File: src/rtl/rojoblaze_defs.sv
// Shared RojoBlaze decode definitions: opcode map, condition codes,
// decoded packet layout and small decode helpers.
// The packet gains an 'illegal' field when DECODE_ILLEGAL_TRAP_EN is defined.
package rojoblaze_defs;

    localparam int OPC_W         = 6;
    localparam int PKT_DATA_W    = 8;
    localparam int PKT_REG_SEL_W = 4;
    localparam int PKT_ADDR_W    = 10;

    typedef enum logic [OPC_W-1:0] {
        LOAD_CONST    = 6'h00,
        LOAD_REG      = 6'h01,
        INPUT_CONST   = 6'h04,
        INPUT_REG     = 6'h05,
        FETCH_CONST   = 6'h06,
        FETCH_REG     = 6'h07,
        AND_CONST     = 6'h0A,
        AND_REG       = 6'h0B,
        OR_CONST      = 6'h0C,
        OR_REG        = 6'h0D,
        XOR_CONST     = 6'h0E,
        XOR_REG       = 6'h0F,
        TEST_CONST    = 6'h12,
        TEST_REG      = 6'h13,
        COMPARE_CONST = 6'h14,
        COMPARE_REG   = 6'h15,
        ADD_CONST     = 6'h18,
        ADD_REG       = 6'h19,
        ADDCY_CONST   = 6'h1A,
        ADDCY_REG     = 6'h1B,
        SUB_CONST     = 6'h1C,
        SUB_REG       = 6'h1D,
        SUBCY_CONST   = 6'h1E,
        SUBCY_REG     = 6'h1F,
        SHIFT_OP      = 6'h20,
        RETURN_UNCOND = 6'h2A,
        RETURN_COND   = 6'h2B,
        OUTPUT_CONST  = 6'h2C,
        OUTPUT_REG    = 6'h2D,
        STORE_CONST   = 6'h2E,
        STORE_REG     = 6'h2F,
        CALL_UNCOND   = 6'h30,
        CALL_COND     = 6'h31,
        JUMP_UNCOND   = 6'h34,
        JUMP_COND     = 6'h35,
        RETURN_I_SET  = 6'h38,
        INTERRUPT_SET = 6'h3C
    } opcode_instr_t;

    typedef enum logic [1:0] {
        COND_Z  = 2'b00,
        COND_NZ = 2'b01,
        COND_C  = 2'b10,
        COND_NC = 2'b11
    } cond_t;

    typedef struct packed {
        opcode_instr_t            op;
        logic [PKT_REG_SEL_W-1:0] sx;
        logic [PKT_REG_SEL_W-1:0] sy;
        logic [PKT_DATA_W-1:0]    kk;
        logic [PKT_ADDR_W-1:0]    addr;
        logic [3:0]               shift;
        logic                     is_const;
        logic                     writes_reg;
        logic                     branch_taken;
        logic [PKT_ADDR_W-1:0]    pc;
`ifdef DECODE_ILLEGAL_TRAP_EN
        logic                     illegal;
`endif
    } decode_pkt_t;

    function automatic logic cond_met(logic [1:0] cond, logic z, logic c);
        case (cond)
            COND_Z:  return z;
            COND_NZ: return ~z;
            COND_C:  return c;
            default: return ~c;
        endcase
    endfunction

    function automatic logic is_cond_op(opcode_instr_t op);
        return (op == JUMP_COND) || (op == CALL_COND) || (op == RETURN_COND);
    endfunction

    function automatic logic is_legal_op(logic [OPC_W-1:0] opc);
        case (opc)
            LOAD_CONST, LOAD_REG, INPUT_CONST, INPUT_REG, FETCH_CONST, FETCH_REG,
            AND_CONST, AND_REG, OR_CONST, OR_REG, XOR_CONST, XOR_REG,
            TEST_CONST, TEST_REG, COMPARE_CONST, COMPARE_REG,
            ADD_CONST, ADD_REG, ADDCY_CONST, ADDCY_REG,
            SUB_CONST, SUB_REG, SUBCY_CONST, SUBCY_REG, SHIFT_OP,
            RETURN_UNCOND, RETURN_COND, OUTPUT_CONST, OUTPUT_REG,
            STORE_CONST, STORE_REG, CALL_UNCOND, CALL_COND,
            JUMP_UNCOND, JUMP_COND, RETURN_I_SET, INTERRUPT_SET: return 1'b1;
            default: return 1'b0;
        endcase
    endfunction

endpackage

File: src/rtl/rojoblaze_skid_buf.sv
// One-deep skid buffer: an output register plus one spill register.
// in_ready comes straight from the spill-register state, so it never depends
// on out_ready combinationally. flush empties both stages and wins over a
// simultaneous output handshake.
module rojoblaze_skid_buf #(
    parameter type pkt_t = logic [7:0]
) (
    input  logic clk,
    input  logic reset_n,
    input  logic flush,
    input  logic in_valid,
    output logic in_ready,
    input  pkt_t in_pkt,
    output logic out_valid,
    input  logic out_ready,
    output pkt_t out_pkt
);

    logic skid_valid;
    pkt_t skid_pkt;
    logic accept;

    assign in_ready = ~skid_valid;
    assign accept   = in_valid & in_ready;

    // Output/spill register update: drain spill first, otherwise load input or spill on stall
    always_ff @(posedge clk or negedge reset_n) begin
        if (!reset_n) begin
            out_valid  <= 1'b0;
            out_pkt    <= '0;
            skid_valid <= 1'b0;
            skid_pkt   <= '0;
        end else if (flush) begin
            out_valid  <= 1'b0;
            skid_valid <= 1'b0;
        end else if (!out_valid || out_ready) begin
            if (skid_valid) begin
                out_pkt    <= skid_pkt;
                out_valid  <= 1'b1;
                skid_valid <= 1'b0;
            end else if (accept) begin
                out_pkt   <= in_pkt;
                out_valid <= 1'b1;
            end else begin
                out_valid <= 1'b0;
            end
        end else if (accept) begin
            skid_pkt   <= in_pkt;
            skid_valid <= 1'b1;
        end
    end

endmodule

File: src/rtl/rojoblaze_decode_stage.sv
// RojoBlaze decode stage: splits fetch words into decoded packets, resolves
// branch conditions against Z/C at accept time, tracks interrupt enable and
// hands packets to execute through a one-deep skid buffer.
// Optional: DECODE_ILLEGAL_TRAP_EN adds out_illegal and illegal_cnt.
// Packet field widths come from rojoblaze_defs; keep DATA_W/REG_SEL_W/ADDR_W
// equal to the package widths, and ADDR_W <= REG_SEL_W + DATA_W.
module rojoblaze_decode_stage
    import rojoblaze_defs::*;
#(
    parameter int  DATA_W    = PKT_DATA_W,
    parameter int  REG_SEL_W = PKT_REG_SEL_W,
    parameter int  ADDR_W    = PKT_ADDR_W,
    localparam int INSTR_W   = OPC_W + REG_SEL_W + DATA_W
) (
    input  logic                           clk,
    input  logic                           reset_n,
    input  logic                           in_valid,
    output logic                           in_ready,
    input  logic [INSTR_W-1:0]             in_instr,
    input  logic [ADDR_W-1:0]              in_pc,
    input  logic                           flag_z,
    input  logic                           flag_c,
    input  logic                           flags_pending,
    input  logic                           flush,
    output logic                           out_valid,
    input  logic                           out_ready,
    output logic [$bits(decode_pkt_t)-1:0] out_pkt,
`ifdef DECODE_ILLEGAL_TRAP_EN
    output logic                           out_illegal,
    output logic [7:0]                     illegal_cnt,
`endif
    output logic                           int_enable
);

    opcode_instr_t opc;
    decode_pkt_t   dec_pkt;
    decode_pkt_t   out_pkt_s;
    logic          data_op;
    logic          skid_ready;
    logic          hazard;
    logic          accept;

    // Field split and per-opcode classification of the word on the fetch side
    always_comb begin
        opc     = opcode_instr_t'(in_instr[INSTR_W-1 -: OPC_W]);
        data_op = 1'b0;
        dec_pkt = '0;
        dec_pkt.op   = opc;
        dec_pkt.sx   = in_instr[DATA_W +: REG_SEL_W];
        dec_pkt.sy   = in_instr[DATA_W-1 -: REG_SEL_W];
        dec_pkt.kk   = in_instr[DATA_W-1:0];
        dec_pkt.addr = in_instr[ADDR_W-1:0];
        dec_pkt.pc   = in_pc;
        case (opc)
            LOAD_CONST, LOAD_REG, AND_CONST, AND_REG, OR_CONST, OR_REG,
            XOR_CONST, XOR_REG, ADD_CONST, ADD_REG, ADDCY_CONST, ADDCY_REG,
            SUB_CONST, SUB_REG, SUBCY_CONST, SUBCY_REG, SHIFT_OP,
            INPUT_CONST, INPUT_REG, FETCH_CONST, FETCH_REG: begin
                data_op            = 1'b1;
                dec_pkt.writes_reg = 1'b1;
            end
            TEST_CONST, TEST_REG, COMPARE_CONST, COMPARE_REG,
            OUTPUT_CONST, OUTPUT_REG, STORE_CONST, STORE_REG: begin
                data_op = 1'b1;
            end
            JUMP_UNCOND, CALL_UNCOND, RETURN_UNCOND: begin
                dec_pkt.branch_taken = 1'b1;
            end
            JUMP_COND, CALL_COND, RETURN_COND: begin
                dec_pkt.branch_taken = cond_met(in_instr[DATA_W+REG_SEL_W-1 -: 2], flag_z, flag_c);
            end
            default: begin
            end
        endcase
        dec_pkt.is_const = data_op & ~in_instr[INSTR_W-OPC_W];
        if (opc == SHIFT_OP)
            dec_pkt.shift = in_instr[3:0];
`ifdef DECODE_ILLEGAL_TRAP_EN
        dec_pkt.illegal = ~is_legal_op(in_instr[INSTR_W-1 -: OPC_W]);
`endif
    end

    // A conditional branch cannot be resolved while execute still owes us flags
    assign hazard   = flags_pending & is_cond_op(opc);
    assign in_ready = skid_ready & ~hazard;
    assign accept   = in_valid & in_ready;

    rojoblaze_skid_buf #(
        .pkt_t (decode_pkt_t)
    ) u_skid (
        .clk       (clk),
        .reset_n   (reset_n),
        .flush     (flush),
        .in_valid  (in_valid & ~hazard),
        .in_ready  (skid_ready),
        .in_pkt    (dec_pkt),
        .out_valid (out_valid),
        .out_ready (out_ready),
        .out_pkt   (out_pkt_s)
    );

    assign out_pkt = out_pkt_s;

    // Interrupt enable follows bit 0 of an accepted ENABLE/DISABLE or RETURNI, unless flushed
    always_ff @(posedge clk or negedge reset_n) begin
        if (!reset_n)
            int_enable <= 1'b0;
        else if (accept && !flush && (opc == INTERRUPT_SET || opc == RETURN_I_SET))
            int_enable <= in_instr[0];
    end

`ifdef DECODE_ILLEGAL_TRAP_EN
    assign out_illegal = out_pkt_s.illegal;

    // Saturating count of accepted illegal opcodes
    always_ff @(posedge clk or negedge reset_n) begin
        if (!reset_n)
            illegal_cnt <= 8'h00;
        else if (accept && !flush && dec_pkt.illegal && illegal_cnt != 8'hFF)
            illegal_cnt <= illegal_cnt + 8'h01;
    end
`endif

endmodule
File: config.mk
export PLATFORM = sky130hd
export DESIGN_NAME = rojoblaze_decode_stage
export DESIGN_NICKNAME = d
export VERILOG_FILES = /design/src/rtl/rojoblaze_defs.sv /design/src/rtl/rojoblaze_skid_buf.sv /design/src/rtl/rojoblaze_decode_stage.sv
export SDC_FILE = /design/constraint.sdc
export NUM_CORES = 1
export LEC_CHECK = 0
export ABC_AREA = 1
export BUFFER_PORTS_ARGS = -buffer_cell sky130_fd_sc_hd__buf_2
export CORE_UTILIZATION = 39
export CTS_CLUSTER_DIAMETER = 50
export CTS_CLUSTER_SIZE = 28
export DETAILED_ROUTE_END_ITERATION = 10
export SLEW_MARGIN = 30
export SYNTH_ARGS = -nofsm -noshare
export SYNTH_HDL_FRONTEND = slang
export SYNTH_SLANG_ARGS = --single-unit
File: constraint.sdc
create_clock -name clk -period 2.7 [get_ports clk]
set_input_delay 0.54 -clock clk [delete_from_list [all_inputs] [get_ports clk]]
set_output_delay 0.54 -clock clk [all_outputs]
set_load 0.005 [all_outputs]
==> results of run 1 <==
## worst register-to-register path: stages, from the launching register on
cell and delay, ns:
dfrtp_1 0.36, inv_1 0.04, nor3_1 0.34, inv_1 0.20
nand3_4 0.31, buf_12 0.27, nand2_1 0.09, o21ai_0 0.08
## logic make-up after synthesis
group                  count (synthesis)  synth area share
buffers and inverters                 66            0.0976
DFF                                   73             0.528
muxes                                  3           0.00868
and+or+nand+nor                      172             0.205
AOI/OAI and AO/OA                     96             0.161
## cells in the mapped netlist
master	n
nand3_2	1
o21ai_1	5
buf_6	3
a22oi_1	4
nand2_2	3
nor3_1	2
inv_1	31
nand2_1	118
nand3_4	1
clkbuf_4	1
nand3_1	12
a21oi_2	1
nand2_4	1
mux2i_1	3
o21ai_2	15
inv_2	1
a21boi_0	2
buf_4	15
nor2_2	1
a21oi_1	26
clkbuf_1	8
buf_2	6
nor3_2	1
o21ai_0	43
nor4_1	1
nor2_1	31
buf_1	1
dfrtp_1	73
## metrics by stage
stage	instances	total power [mW]	hold slack, ns	area (um2)	util
floorplan	410	1.71	0.244	3460	-
global placement	573	1.87	0.461	3870	0.462
detailed placement	573	1.89	0.465	3870	0.462
CTS	589	2.87	0.370	4100	0.490
global route	589	3.01	0.263	4110	0.490
finish	589	2.83	0.219	4110	0.490
## power groups by stage
stage	clock (mW)	combinational, mW	sequential (mW)
global route	1.04	0.551	1.42
detailed placement	0	0.477	1.41
floorplan	0	0.304	1.40
global placement	0	0.464	1.41
CTS	0.998	0.478	1.39
finish	0.970	0.468	1.39
## layer usage
metal | GRT usage | vias up | routed length, um
li1 | - | 1447 | -
met1 | 0.255 | 1296 | 3730
met2 | 0.252 | 81 | 3270
met3 | 0.0387 | 4 | 405
met4 | 0.0597 | 0 | 49
met5 | 0 | - | 0
## sequential cells by signal, summed over array words and instances, names as in the netlist
name and flops:
u_skid.out_pkt 35, u_skid.skid_pkt 35, int_enable 1, u_skid.out_valid 1, u_skid.skid_valid 1
## cell usage in the layout (no fill, tap or decap)
cell type,n
mux2i_1,3
nand2_2,3
buf_6,1
nor2_1,31
buf_2,86
nor2_2,1
bufinv_16,2
nor3_1,2
a21oi_1,26
a22oi_1,4
nand2_1,118
nand2_4,1
nor4_1,1
a21oi_2,1
buf_4,3
nand3_2,1
dfrtp_2,1
o21ai_2,15
a21boi_0,2
o21ai_0,43
inv_2,1
o21ai_1,5
nor3_2,1
nand3_4,1
clkinv_2,2
clkinvlp_4,1
nand3_1,12
clkbuf_8,11
inv_1,31
dfrtp_1,72
buf_12,2
## final timing paths
path / cells after the start / slack (ns) / endpoint
max in group asynchronous: 1 / 2.00 / u_skid.skid_valid
max reg2reg: 7 / 0.93 / u_skid.out_pkt[22]
max: 3 / 0.81 / in_ready
min in group clk: 3 / 0.43 / u_skid.skid_pkt[25]
min reg2reg: 2 / 0.48 / u_skid.out_pkt[41]
min: 1 / 0.22 / u_skid.out_pkt[40]
## layout make-up
type | instances | area [um2]
Fill cell | 834 | 4270
Sequential cell | 73 | 1830
Multi-Input combinational cell | 271 | 1290
Timing Repair Buffer | 92 | 504
Clock buffer | 11 | 151
Tap cell | 105 | 131
Inverter | 32 | 120
Clock inverter | 5 | 77.6
==> results.sh, run 1 <==
export IMPL_path_cells="buf_4, a21oi_2, buf_2"
export IMPL_syn_avg_cell_area_um2=8.44
export IMPL_antenna_left=0
export IMPL_cp_required_ns=2.16
export IMPL_yosys_warnings=0
export IMPL_startpoint_type="register"
export IMPL_path_buf_inv=2
export IMPL_vias_per_cell=4.80
export IMPL_timing_final_crit_period_ns=1.89
export IMPL_grt_antenna_before_repair=0
export IMPL_drc_errors=0
export IMPL_reg2reg_from="u_skid.out_valid"
export IMPL_cts_tree="built"
export IMPL_rsz0062_at_grt="false"
export IMPL_hold_viol=0
export IMPL_synth_seq_area_share=0.528
export IMPL_wl_mm=7.45
export IMPL_die_area_um2=9250
export IMPL_worstSetupPathType="register to output port"
export IMPL_grt_ovfl_total=0
export IMPL_tns_ns=0
export IMPL_fin_ws_ns=0.814
export IMPL_synth_area_leaders="dfrtp_1, nand2_1, o21ai_0, o21ai_2, a21oi_1"
export IMPL_maxCapViolations=0
export IMPL_drive_above_1_share=0.277
export IMPL_seqPwrFrac=0.492
export IMPL_clock_latency_ns=0.34
export IMPL_core_area_um2=8380
export IMPL_hp_class="input port to asynchronous set/reset pin"
export IMPL_fin_crit_sh=0.698
export IMPL_p_sw_frac=0.271
export IMPL_yosys_register_bits=73
export IMPL_syn_inst=410
export IMPL_tightest_slew_ns=0.663
export IMPL_die_h_um=96.2
export IMPL_path_max_fanout=39
export IMPL_ios=88
export IMPL_internal_power_mw=2.06
export IMPL_num_nets_final=515
export IMPL_pre_cts_ws_ns=0.577
export IMPL_power_density_nw_per_um2=689
export IMPL_cts_buffers=9
export IMPL_setup_viol=0
export IMPL_clockBufferDepth=2
export IMPL_synth_area_um2=3460
export IMPL_grt_pass1_vias=2452
export IMPL_post_dp_hpwl_mm=4.92
export IMPL_n_antenna_cell=0
export IMPL_cts_root_buf="clkbuf_8"
export IMPL_cts_resized=0
export IMPL_initial_core_util=0.413
export IMPL_grtUsageTotal=0.174
export IMPL_cp_top_family="buffers and inverters"
export IMPL_grt_max_degree=74
export IMPL_rows=33
export IMPL_slowest_stage="dfrtp_2"
export IMPL_grt_pass1_wl_mm=12.1
export IMPL_cp_end_kind="output port"
export IMPL_synth_top_area_cell="dfrtp_1"
export IMPL_firstDrtPassIters=4
export IMPL_synth_top_area_frac=0.528
export IMPL_place_gp_congestion=0.816
export IMPL_cts_hold_buffers_added=0
export IMPL_fmax_ghz=0.530
export IMPL_cts_sinks=73
export IMPL_drv_slew=0
export IMPL_num_vias=2828
export IMPL_cp_startpoint="u_skid.skid_valid"
export IMPL_drt_iter0_drc=103
export IMPL_cts_max_level=3
export IMPL_p_leak_nw=2.20
export IMPL_synthDistinctLibCells=28
export IMPL_peakVddDrop_uv=261
export IMPL_fp_dieW_um=96.2
export IMPL_critPathMaxStageDelay_ns=0.41
export IMPL_clock_power_share=0.343
export IMPL_cts_setup_buffers=0
export IMPL_arrival_ns=1.35
export IMPL_finClkSkew_ns=0.00974
export IMPL_combPwrFrac=0.165
export IMPL_status="complete, no violations"
export IMPL_syn_num_nets=446
export IMPL_syn_to_final_growth_pct=18.7
export IMPL_numPortBuffers=87
export IMPL_switching_power_mw=0.768
export IMPL_avgRoutedWirePerCell_um=12.6
export IMPL_slew_headroom=0.558
export IMPL_clkSlewWorstSetupHoldPaths_ns=0.07
Power figures use the tool's default switching activity.
==> inputs of run 2 (changes only) <==
Clock period 2.7 ns to 1.6 ns, I/O delays scaled along.
==> run 2 against run 1 <==
Effect of this change: total power is 67% higher; highest routed layer unchanged; critical path depth shrank 1; via count rose by 0.53%; sequential power grew 69%; first-iteration DRC count increased by 20%; utilization up 1.9 points; register-to-register slack lost 0.72 ns; sequential share of layout area down 1.7 points; global-route usage is 0.23 points higher; clock skew fell by 0.0049 ns; count of clock-buffer cells in the layout down 1.
==> results.sh, run 2 (same netlist as run 1, synthesis figures left out) <==
export IMPL_status="complete, no violations"
export IMPL_rows=33
export IMPL_place_gp_congestion=0.813
export IMPL_cts_tree="built"
export IMPL_initial_core_util=0.413
export IMPL_switching_power_mw=1.29
export IMPL_fin_crit_sh=0.877
export IMPL_hold_path_startpoint="in_instr[8]"
export IMPL_seq_area_um2=1830
export IMPL_worstRegToRegCells=7
export IMPL_final_common_cell="nand2_1"
export IMPL_post_dp_cell_area_um2=4050
export IMPL_seqPwrFrac=0.496
export IMPL_ios=88
export IMPL_clock_power_share=0.326
export IMPL_final_area_um2=4270
export IMPL_syn_to_final_growth_pct=23.4
export IMPL_die_h_um=96.2
export IMPL_grtUsageTotal=0.176
export IMPL_startpoint_type="register"
export IMPL_cp_required_ns=1.28
export IMPL_drt_iter0_drc=124
export IMPL_arrival_ns=1.08
export IMPL_tns_ns=0
export IMPL_n_antenna_cell=0
export IMPL_hp_class="input port to register"
export IMPL_finClkSkew_ns=0.00486
export IMPL_peakVddDrop_uv=496
export IMPL_grt_pass1_wl_mm=12.3
export IMPL_clkSlewWorstSetupHoldPaths_ns=0.08
export IMPL_rsz0062_at_grt="false"
export IMPL_hold_depth=3
export IMPL_avgRoutedWirePerCell_um=12.4
export IMPL_maxCapViolations=0
export IMPL_ff2ff_setup_slack_ns=0.21
export IMPL_cts_root_buf="clkbuf_8"
export IMPL_cp_end_kind="output port"
export IMPL_drv_slew=0
export IMPL_worstSetupPathType="register to output port"
export IMPL_combPwrFrac=0.178
export IMPL_antenna_left=0
export IMPL_holdPathEnd="u_skid.skid_pkt[25]"
export IMPL_numPortBuffers=87
export IMPL_drc_errors=0
export IMPL_cts_sinks=73
export IMPL_whs_ns=0.204
export IMPL_cts_buffers=9
export IMPL_clock_latency_ns=0.34
export IMPL_num_nets_final=531
export IMPL_core_area_um2=8380
export IMPL_power_density_nw_per_um2=1110
export IMPL_setup_viol=0
export IMPL_num_vias=2843
export IMPL_timing_final_crit_period_ns=1.40
export IMPL_wl_mm=7.49
export IMPL_fmax_ghz=0.712
export IMPL_grt_antenna_before_repair=0
export IMPL_power_mw=4.73
export IMPL_multi_input_area_um2=1290
export IMPL_post_dp_hpwl_mm=5.43
export IMPL_clockBufferDepth=2
export IMPL_drive_above_1_share=0.296
export IMPL_firstDrtPassIters=4
export IMPL_grt_max_degree=35
export IMPL_worstReg2RegEnd="u_skid.out_pkt[47]"
export IMPL_p_leak_nw=2.29
export IMPL_p_sw_frac=0.274
export IMPL_hold_viol=0
export IMPL_reg2reg_from="u_skid.out_valid"
export IMPL_tightest_slew_ns=0.406
export IMPL_grt_pass1_vias=2600
export IMPL_path_max_fanout=5
export IMPL_cts_max_level=3
export IMPL_layout_common_cells="nand2_1, buf_2, dfrtp_1"
export IMPL_vias_per_cell=4.70
export IMPL_top_regs="u_skid.out_pkt: 35 flops, u_skid.skid_pkt: 35 flops"
export IMPL_internal_power_mw=3.44
export IMPL_fp_dieW_um=96.2
export IMPL_die_area_um2=9250
export IMPL_fillers=823
export IMPL_grt_ovfl_total=0
export IMPL_slew_headroom=0.729
[run 2: per-stage QoR]
step	utilization	setup slack [ns]	std cells
finish	0.509	0.196	605
CTS	0.509	0.189	605
floorplan	-	0.176	410
detailed placement	0.483	0.0312	588
global placement	0.483	0.0529	588
global route	0.509	0.0595	605
[run 2: worst max-delay path by stage]
stage | from | to | slack [ns] | cells after the start
after floorplan | in_instr[12] | u_skid.out_pkt[14] | 0.18 | 12
after global placement | in_instr[17] | u_skid.out_pkt[16] | 0.05 | 11
after detailed placement | in_instr[17] | u_skid.out_pkt[22] | 0.03 | 11
after CTS | u_skid.skid_valid | in_ready | 0.19 | 2
after global routing | u_skid.out_valid | u_skid.out_pkt[41] | 0.06 | 8
final | u_skid.skid_valid | in_ready | 0.20 | 2
[run 2: cell type report]
class | count | area share
Timing Repair Buffer | 108 | 0.161
Sequential cell | 73 | 0.428
Clock inverter | 6 | 0.0193
Multi-Input combinational cell | 271 | 0.303
Inverter | 32 | 0.0281
Clock buffer | 10 | 0.0299
Tap cell | 105 | 0.0308
[run 2: worst max-delay path: stages (launching register included)]
cell and delay, ns:
dfrtp_2 0.45, a21oi_2 0.16, buf_2 0.14
[run 2: repair_timing]
action                                 4_1_cts  5_1_grt
resized for setup                            0        0
hold buffers                                 1        0
endpoints found under the hold margin       27        0
buffers inserted                             0        0
[run 2: power groups by stage]
stage / logic (mW) / clock network, mW / registers, mW
after detailed placement: 0.858 / 0 / 2.38
after floorplan: 0.513 / 0 / 2.37
after global routing: 0.985 / 1.65 / 2.40
after CTS: 0.861 / 1.58 / 2.35
after global placement: 0.832 / 0 / 2.37
final: 0.840 / 1.54 / 2.35
[run 2: routing by layer]
metal	track usage	part of all wire	vias up
met3	0.0340	0.046	10
met4	0.0721	0.020	0
met1	0.245	0.50	1283
met5	0	0	-
li1	-	-	1477
met2	0.270	0.43	73
==> inputs of run 3 (changes only) <==
Settings changed: CAP_MARGIN from default to 20, SETUP_SLACK_MARGIN from default to 0.15.
Clock period 1.6 ns to 1.71 ns, I/O delays scaled along.
==> run 3 against run 2 <==
Effect of this change: utilization fell by 0.60 points; setup slack improved by 0.020 ns; wire length fell by 0.12%; total power fell by 8.6%; die area did not move; via count rose by 0.21%; clock skew rose by 0.0044 ns; clock power fell by 12%; flip-flop and latch count did not move; critical path type unchanged; largest power group unchanged.
==> results.sh, run 3 (same netlist as run 1, synthesis figures left out) <==
export IMPL_die_area_um2=9250
export IMPL_maxCapViolations=0
export IMPL_core_area_um2=8380
export IMPL_fillers=841
export IMPL_grt_pass1_vias=2560
export IMPL_grtUsageTotal=0.179
export IMPL_cp_required_ns=1.37
export IMPL_avgRoutedWirePerCell_um=12.4
export IMPL_clock_latency_ns=0.35
export IMPL_cts_sinks=73
export IMPL_tightest_slew_ns=0.305
export IMPL_slowest_stage="dfrtp_2"
export IMPL_path_buf_inv=2
export IMPL_firstDrtPassIters=4
export IMPL_drc_errors=0
export IMPL_grt_antenna_before_repair=0
export IMPL_hold_viol=0
export IMPL_clkSlewWorstSetupHoldPaths_ns=0.08
export IMPL_p_leak_nw=2.26
export IMPL_cts_max_level=3
export IMPL_ff2ff_setup_slack_ns=0.31
export IMPL_cts_buffers=9
export IMPL_initial_core_util=0.413
export IMPL_syn_to_final_growth_pct=22.0
export IMPL_drv_slew=0
export IMPL_arrival_ns=1.15
export IMPL_vias_per_cell=4.74
export IMPL_cts_tree="built"
export IMPL_critPathMaxStageDelay_ns=0.43
export IMPL_power_mw=4.33
export IMPL_rsz0062_at_grt="false"
export IMPL_rows=33
export IMPL_ios=88
export IMPL_die_h_um=96.2
export IMPL_pre_cts_ws_ns=0.0697
export IMPL_peakVddDrop_uv=511
export IMPL_worstSetupPathType="register to output port"
export IMPL_startpoint_type="register"
export IMPL_fmax_ghz=0.669
export IMPL_place_gp_congestion=0.832
export IMPL_path_cells="buf_8, a21oi_4, buf_2"
export IMPL_layout_common_cells="nand2_1, buf_2, dfrtp_1"
export IMPL_fp_dieW_um=96.2
export IMPL_final_common_cell="nand2_1"
export IMPL_n_antenna_cell=0
export IMPL_clockBufferDepth=2
export IMPL_grt_max_degree=42
export IMPL_drt_iter0_drc=132
export IMPL_cp_top_family="flip-flops"
export IMPL_cp_end_kind="output port"
export IMPL_fin_ws_ns=0.216
export IMPL_slew_headroom=0.797
export IMPL_fin_cells=601
export IMPL_whs_ns=0.235
export IMPL_timing_final_crit_period_ns=1.49
export IMPL_post_route_util=0.504
export IMPL_path_max_fanout=4
export IMPL_wl_mm=7.48
export IMPL_fin_crit_sh=0.874
export IMPL_power_density_nw_per_um2=1020
export IMPL_status="complete, no violations"
export IMPL_placedCellCount=582
export IMPL_post_dp_hpwl_mm=5.34
export IMPL_hp_class="input port to register"
export IMPL_num_nets_final=527
export IMPL_grt_pass1_wl_mm=12.4
export IMPL_antenna_left=0
export IMPL_drive_above_1_share=0.292
export IMPL_setup_viol=0
export IMPL_post_dp_cell_area_um2=3980
export IMPL_cts_root_buf="clkbuf_8"
export IMPL_final_area_um2=4220
export IMPL_num_vias=2849
export IMPL_tns_ns=0
export IMPL_numPortBuffers=87
export IMPL_grt_ovfl_total=0
export IMPL_top_regs="u_skid.out_pkt: 35 flops, u_skid.skid_pkt: 35 flops"
export IMPL_finClkSkew_ns=0.00922
-- run 3: report_power, final --
part / leakage [nW] / internal (mW) / switching, mW / total, mW
sequential: 0.932 / 2.03 / 0.175 / 2.20
clock: 0.0929 / 0.679 / 0.673 / 1.35
combinational: 1.23 / 0.359 / 0.412 / 0.771
-- run 3: final timing paths --
kind | startpoint | to | cells after the start
setup / recovery | u_skid.skid_valid | in_ready | 3
hold / removal | in_instr[7] | u_skid.skid_pkt[24] | 3
setup reg to reg | u_skid.skid_valid | u_skid.skid_pkt[16] | 6
hold reg to reg | u_skid.skid_pkt[9] | u_skid.skid_pkt[9] | 2
max in group asynchronous | reset_n | u_skid.skid_valid | 3
min in group asynchronous | reset_n | u_skid.out_pkt[20] | 2
-- run 3: worst min-delay path, stage by stage --
cell and delay [ns]:
buf_2 0.10, nand2_1 0.05, nand2_1 0.05
-- run 3: routing by layer --
| metal | vias to the layer above | routed length, um | part of all wire | global-route usage |
|---|---|---|---|---|
| met2 | 93 | 3260 | 0.44 | 0.267 |
| met5 | - | 0 | 0 | 0 |
| met4 | 0 | 70 | 0.0094 | 0.0435 |
| met3 | 6 | 477 | 0.064 | 0.0569 |
| li1 | 1470 | - | - | - |
| met1 | 1280 | 3670 | 0.49 | 0.251 |
-- run 3: cell type report --
cell class                 instances  area (um2)  share of cell area
clock buffer                      10         128              0.0302
timing repair buffer             104         638               0.151
inverter                          32         120              0.0285
sequential                        73        1830               0.433
tap                              105         131              0.0311
multi-input combinational        271        1310               0.310
clock inverter                     6        67.6              0.0160
-- run 3: timing repair --
item / in CTS / in global routing
gates resized for setup: 2 / 2
hold buffers: 1 / 0
endpoints found under the setup margin: 1 / 49
endpoints found under the hold margin: 10 / 0
buffers inserted: 0 / 2
